$ cat config.mk
export PLATFORM = sky130hd
export DESIGN_NAME = reset_sequencer
export DESIGN_NICKNAME = d
export VERILOG_FILES = /design/src/rtl/reset_sequencer_pkg.sv /design/src/rtl/reset_sequencer_sync_chain.sv /design/src/rtl/reset_sequencer.sv
export SDC_FILE = /design/constraint.sdc
export NUM_CORES = 1
export LEC_CHECK = 0
export ABC_AREA = 1
export BUFFER_PORTS_ARGS = -buffer_cell sky130_fd_sc_hd__buf_2
export CORE_AREA = 5 5 48 50
export CTS_CLUSTER_DIAMETER = 30
export CTS_CLUSTER_SIZE = 28
export DETAILED_ROUTE_END_ITERATION = 6
export DIE_AREA = 0 0 53 55
export HOLD_SLACK_MARGIN = 0.08
export PLACE_DENSITY = 0.79
export SYNTH_ARGS = -nofsm -noshare
export SYNTH_HDL_FRONTEND = slang
export SYNTH_SLANG_ARGS = --single-unit
$ cat constraint.sdc
create_clock -name clk -period 1.3 [get_ports clk]
set_clock_uncertainty 0.05 [all_clocks]
set_input_delay 0.13 -clock clk [delete_from_list [all_inputs] [get_ports clk]]
set_output_delay 0.13 -clock clk [all_outputs]
set_load 0.05 [all_outputs]
$ cat src/rtl/reset_sequencer_pkg.sv
// -----------------------------------------------------------------------------
// reset_seq_pkg
// Shared definitions for the reset sequencer:
//   - state_e      : sequencer FSM states (HOLD -> STRETCH -> RUN)
//   - CAUSE_*      : bit positions inside the sticky cause register
//   - cnt_width()  : width of the stretch counter for a given stretch length
// -----------------------------------------------------------------------------
package reset_seq_pkg;

  typedef enum logic [1:0] {
    HOLD    = 2'd0,
    STRETCH = 2'd1,
    RUN     = 2'd2
  } state_e;

  localparam int CAUSE_POR = 0;
  localparam int CAUSE_SW  = 1;
  localparam int CAUSE_WDT = 2;

  // Counter must hold values up to STRETCH_CYCLES.
  function automatic int cnt_width(input int stretch_cycles);
    return $clog2(stretch_cycles + 1);
  endfunction

endpackage

$ cat src/rtl/reset_sequencer_sync_chain.sv
// -----------------------------------------------------------------------------
// reset_sync_chain
// Deassertion synchronizer for the power-on/pad reset. All stages clear
// asynchronously on rst; once rst is low, ones ripple in from stage 0 and the
// last stage reports that the release has been synchronized to clk.
// Ports:
//   clk       in  1  clock
//   rst       in  1  asynchronous active-high clear
//   sync_out  out 1  last synchronizer stage
// -----------------------------------------------------------------------------
module reset_sync_chain #(
  parameter int SYNC_STAGES = 3
) (
  input  logic clk,
  input  logic rst,
  output logic sync_out
);

  // Synchronizer flops must stay a plain shift chain: no retiming, no copies.
  (* ASYNC_REG = "TRUE", DONT_TOUCH = "TRUE", KEEP = "TRUE" *)
  logic [SYNC_STAGES-1:0] chain_q;
  logic [SYNC_STAGES-1:0] chain_d;

  // Next-state: shift a constant one into stage 0.
  always_comb begin
    chain_d = {chain_q[SYNC_STAGES-2:0], 1'b1};
  end

  // Chain register, cleared asynchronously by rst.
  always_ff @(posedge clk or posedge rst) begin
    if (rst) begin
      chain_q <= '0;
    end else begin
      chain_q <= chain_d;
    end
  end

  assign sync_out = chain_q[SYNC_STAGES-1];

endmodule

$ cat src/rtl/reset_sequencer.sv
// -----------------------------------------------------------------------------
// reset_sequencer
// Upstream reset source for async-reset register banks. rst_out is set
// asynchronously by rst and released synchronously to clk after the
// synchronizer chain has filled and a minimum stretch has elapsed. Software
// and watchdog requests (already synchronous) re-enter the stretch directly.
// A sticky cause register records which sources have fired.
// Ports:
//   clk          in  1  clock
//   rst          in  1  asynchronous active-high power-on/pad reset
//   sw_rst_req   in  1  software reset request (level, sampled each edge)
//   wdt_rst_req  in  1  watchdog reset request (level, sampled each edge)
//   cause_clr    in  1  clear cause[2:1]; also cause[0] when in RUN
//   rst_out      out 1  registered reset to downstream logic, active-high
//   rst_done     out 1  one-cycle pulse in the first cycle rst_out is low
//   cause        out 3  sticky cause {wdt, sw, por}
// -----------------------------------------------------------------------------
module reset_sequencer
  import reset_seq_pkg::*;
#(
  parameter int SYNC_STAGES    = 3,
  parameter int STRETCH_CYCLES = 16
) (
  input  logic       clk,
  input  logic       rst,
  input  logic       sw_rst_req,
  input  logic       wdt_rst_req,
  input  logic       cause_clr,
  output logic       rst_out,
  output logic       rst_done,
  output logic [2:0] cause
);

  localparam int CW = cnt_width(STRETCH_CYCLES);

  // Load value for a request-triggered stretch: rst_out stays high for
  // STRETCH_CYCLES cycles starting at the request edge.
  localparam logic [CW-1:0] CNT_LOAD = CW'(STRETCH_CYCLES - 1);

  // After POR the cycle in which sync_out first reads 1 is already the first
  // stretch cycle, so the POR path loads one less (or skips STRETCH entirely
  // for a single-cycle stretch). This keeps rst_out falling exactly
  // SYNC_STAGES+STRETCH_CYCLES edges after rst is released.
  localparam bit            POR_DIRECT   = (STRETCH_CYCLES == 1);
  localparam logic [CW-1:0] CNT_LOAD_POR = CW'((STRETCH_CYCLES >= 2) ? (STRETCH_CYCLES - 2) : 0);

  state_e          state_q, state_d;
  logic [CW-1:0]   cnt_q, cnt_d;
  logic            rst_out_q, rst_out_d;
  logic            rst_done_q, rst_done_d;
  logic [2:0]      cause_q, cause_d;
  logic            sync_done;
  logic            req;

  reset_sync_chain #(
    .SYNC_STAGES (SYNC_STAGES)
  ) u_sync_chain (
    .clk      (clk),
    .rst      (rst),
    .sync_out (sync_done)
  );

  // Sequencer next-state, stretch counter and rst_out next value.
  always_comb begin
    state_d   = state_q;
    cnt_d     = cnt_q;
    rst_out_d = rst_out_q;
    req       = sw_rst_req | wdt_rst_req;

    case (state_q)
      HOLD: begin
        // Requests here only record cause; the POR sequence runs unchanged.
        if (sync_done) begin
          if (POR_DIRECT) begin
            state_d   = RUN;
            rst_out_d = 1'b0;
          end else begin
            state_d   = STRETCH;
            cnt_d     = CNT_LOAD_POR;
            rst_out_d = 1'b1;
          end
        end else begin
          rst_out_d = 1'b1;
        end
      end
      STRETCH: begin
        if (req) begin
          cnt_d     = CNT_LOAD;
          rst_out_d = 1'b1;
        end else if (cnt_q == '0) begin
          state_d   = RUN;
          rst_out_d = 1'b0;
        end else begin
          cnt_d     = cnt_q - CW'(1);
          rst_out_d = 1'b1;
        end
      end
      RUN: begin
        if (req) begin
          state_d   = STRETCH;
          cnt_d     = CNT_LOAD;
          rst_out_d = 1'b1;
        end else begin
          rst_out_d = 1'b0;
        end
      end
      default: begin
        state_d   = HOLD;
        cnt_d     = '0;
        rst_out_d = 1'b1;
      end
    endcase

    // rst_out only falls on entry to RUN, so a falling edge marks completion.
    rst_done_d = rst_out_q & ~rst_out_d;
  end

  // Sticky cause bits; a set in the same cycle as a clear takes priority.
  always_comb begin
    cause_d            = cause_q;
    cause_d[CAUSE_POR] = cause_q[CAUSE_POR] & ~(cause_clr & (state_q == RUN));
    cause_d[CAUSE_SW]  = sw_rst_req  | (cause_q[CAUSE_SW]  & ~cause_clr);
    cause_d[CAUSE_WDT] = wdt_rst_req | (cause_q[CAUSE_WDT] & ~cause_clr);
  end

  // State, counter, cause and output registers; rst abandons everything.
  always_ff @(posedge clk or posedge rst) begin
    if (rst) begin
      state_q    <= HOLD;
      cnt_q      <= '0;
      rst_out_q  <= 1'b1;
      rst_done_q <= 1'b0;
      cause_q    <= 3'b001;
    end else begin
      state_q    <= state_d;
      cnt_q      <= cnt_d;
      rst_out_q  <= rst_out_d;
      rst_done_q <= rst_done_d;
      cause_q    <= cause_d;
    end
  end

  assign rst_out  = rst_out_q;
  assign rst_done = rst_done_q;
  assign cause    = cause_q;

endmodule

==> metrics.md <==
| Metric | Value |
|---|---|
| Pre-antenna DRT Iters | 4 |
| Final #Nets | 146 |
| Hold Crit Class | in -> reg |
| Dpl cells | 148 |
| Via/cell ratio | 4.819 |
| Nature of the critical path endpoint | flop |
| Synth cell types | 20 |
| Area leader, netlist | dfrtp_1 |
| Root Buffer | clkbuf_4 |
| Post-Layout Cell Count | 160 |
| Failing checks | setup timing |
| TritonCTS Sinks | 15 |
| Die width | 53 um |
| Final setup fails | 8 |
| Critical-path maximum fanout | 4 |
| Initial antenna violation count | 0 |
| Routed wire per std cell | 12.58 um |
| Top Metal Used | met4 |
| CTS buffer count | 3 |
| M1 WL | 839 um |
| Multi-input logic area | 481.7 um^2 |
| Cell internal pwr | 1.467 mW |
| Register share of total power | 27.7% |
| Top post-synthesis cells by area | dfrtp_1 (39%), ha_1 (10%), nand2_1 (9.3%) |
| Clk pwr share | 9.8% |
| Fmax achieved | 714.3 MHz |
| Initial core utilization | 45.36% |
| Fin crit share | 107.7% |
| Max Cap Viol | 0 |
| Slew @ Worst Pin | 546.1 ps |
| Gate power share | 62.5% |
| N_diodes | 0 |
| Setup CP Type | reg -> reg |
| Final Hold Viols | 0 |
| Site row count | 16 |
| Tmin final | 1400 ps |
| Mapped Avg Cell Area | 8.200 um^2 |
| Port-buffer cells | 9 |
| Pwr dens | 2265 mW/mm^2 |
| CTS clk-pin slew, worst paths | 80 ps |
| Slew headroom | 63.55% |
| Routed wl met2 | 1031 um |
| Sequential area share after synthesis | 44.74% |
| Post-Syn Instances | 103 |
| Register area | 379.1 um^2 |
| Vias in the first global route | 765 |
| HPWL after detailed placement | 1281 um |
| Remaining global-route overflow | 0 |
| First-pass GRT wire length | 3387 um |
| # fillers | 135 |
| Largest net degree at the start of global routing | 16 |
| Worst vdd ir | 1.257 mV |
| DRT Wirelength | 2013 um |
| # DRC | 0 |
| Ratio of cells with drive above 1 in the final layout | 45.11% |
| Fin worst setup slack | -99.95 ps |
| Antenna viol nets, final | 0 |
| Clock Tree Buf Depth | 2 |
| H-Tree Depth | 1 |
| NetSw | 1.211 mW |
| RSZ-0062 raised after global routing | yes |
| Io pins | 10 |
| CTS tree | yes |
| RePlAce Congestion | 0.7949 |
| Leakage | 0.5851 nW |
| Initial DRC Count | 14 |
| CORE AREA | 0.001862 mm^2 |
| DIE AREA | 0.002915 mm^2 |
| Die H | 55 um |
| Finished Core Util | 63.51% |
| Sw Share | 45.23% |
| WP data required | 1480 ps |
| Mapped Area | 844.6 um^2 |
| Warnings from Yosys | 0 |
| Met3 WL | 55 um |
| Gr usage total | 16.34% |
| Status | finished with violations |
| CP Launch Type | flop |
| Vias | 771 |
| Pwr Total | 2.679 mW |
| Post-synth top area share | 38.52% |
| Synth-to-layout area growth | 40.00% |
| Final count of pins violating max slew | 0 |
| Yosys reg bits | 15 |
| Post-synth net total | 115 |
| WP data arrival | 1580 ps |
| Worst-skew pair later-pin latency | 280 ps |
per-stage QoR:
stage / setup slack [ps] / area, um^2 / hold WS [ps] / TNS [ps]
floorplan: -2.950 / 857.1 / -19.95 / -6.463
global placement: -104.9 / 1003 / 147.6 / -267.6
detailed placement: -124.4 / 1003 / 153.1 / -507.0
CTS: -56.93 / 1144 / 221.1 / -232.0
global route: -184.6 / 1182 / 280.4 / -1164
finish: -99.95 / 1182 / 242.9 / -547.8
placed cells by master, fill, tap and decap left out, types with 5 or more instances in the layout:
cell     instances
nand2_1         17
inv_1           12
dfrtp_1         12
buf_4           12
buf_2            9
inv_2            8
nor2_1           7
nand2_2          6
nand3_1          5
synthesized netlist by cell type (all sizes together):
| cell type | instances |
|---|---|
| nor2 | 13 |
| dfrtp | 13 |
| dfstp | 2 |
| a21boi | 1 |
| o21ai | 9 |
| a21oi | 3 |
| inv | 20 |
| nand4 | 2 |
| or2 | 1 |
| nand2 | 23 |
| conb | 1 |
| nand3 | 8 |
| ha | 7 |
what timing repair did:
action	4_1_cts	5_1_grt
hold endpoints to repair	16	0
setup endpoints to repair	8	8
hold buffers	4	0
resized for setup	20	10
pin swaps	7	4
setup buffers	3	1
gates cloned	0	0
flip-flops by register name, indices dropped and copies added, names as in the netlist:
signal and cells:
cnt_q 5, cause 3, u_sync_chain.chain_q 3, state_q 2, rst_done 1, rst_out 1
power groups by stage:
stage / sequential [mW] / combinational [mW] / clock [mW]
floorplan: 0.813 / 0.723 / 0
global placement: 0.710 / 1.20 / 0
detailed placement: 0.718 / 1.23 / 0
CTS: 0.727 / 1.47 / 0.265
global route: 0.763 / 1.87 / 0.280
finish: 0.741 / 1.67 / 0.263
final cells by class:
type / instances / share of cell area (%)
Multi-Input combinational cell: 68 / 40.74
Clock buffer: 4 / 2.222
Sequential cell: 15 / 32.06
Inverter: 20 / 6.349
Tap cell: 27 / 2.857
Timing Repair Buffer: 26 / 15.77
path summary, 6_finish.rpt:
path	from	to	slack (ps)	cells past startpoint
max in group asynchronous	rst	state_q[0]$_DFFE_PP0P_	430	3
worst min-delay path	sw_rst_req	cnt_q[4]$_DFFE_PP0P_	240	6
min in group asynchronous	rst	cause[2]$_DFF_PP0_	380	3
worst min register to register	u_sync_chain.chain_q[1]$_DFF_PP0_	u_sync_chain.chain_q[2]$_DFF_PP0_	300	0
worst max-delay path	state_q[0]$_DFFE_PP0P_	cnt_q[4]$_DFFE_PP0P_	-100	7
worst max register to register	state_q[0]$_DFFE_PP0P_	cnt_q[4]$_DFFE_PP0P_	-100	7
routing by layer:
metal	GRT usage [%]	vias up
met3	1.609	9
li1	-	379
met1	18.39	367
met5	0	-
met2	30.58	16
met4	8.511	0
cell families (layout without fill, tap and decap cells):
kind of cell | count (synthesis) | after routing | synth area share (%)
compound gates | 13 | 13 | 9.334
fa+ha+maj | 7 | 7 | 10.37
buf+inv | 20 | 50 | 8.889
flops | 15 | 15 | 44.74
other cells | 1 | 1 | 0.4440
simple gates | 47 | 47 | 26.22
critical path, stage by stage, from the launching register on:
cell and delay, ps:
dfrtp_2 430, inv_2 80, ha_2 240, a21oi_4 210
inv_2 70, nor2_4 120, nand3_1 90, nand2_1 60
(Power assumes the default switching activity.)
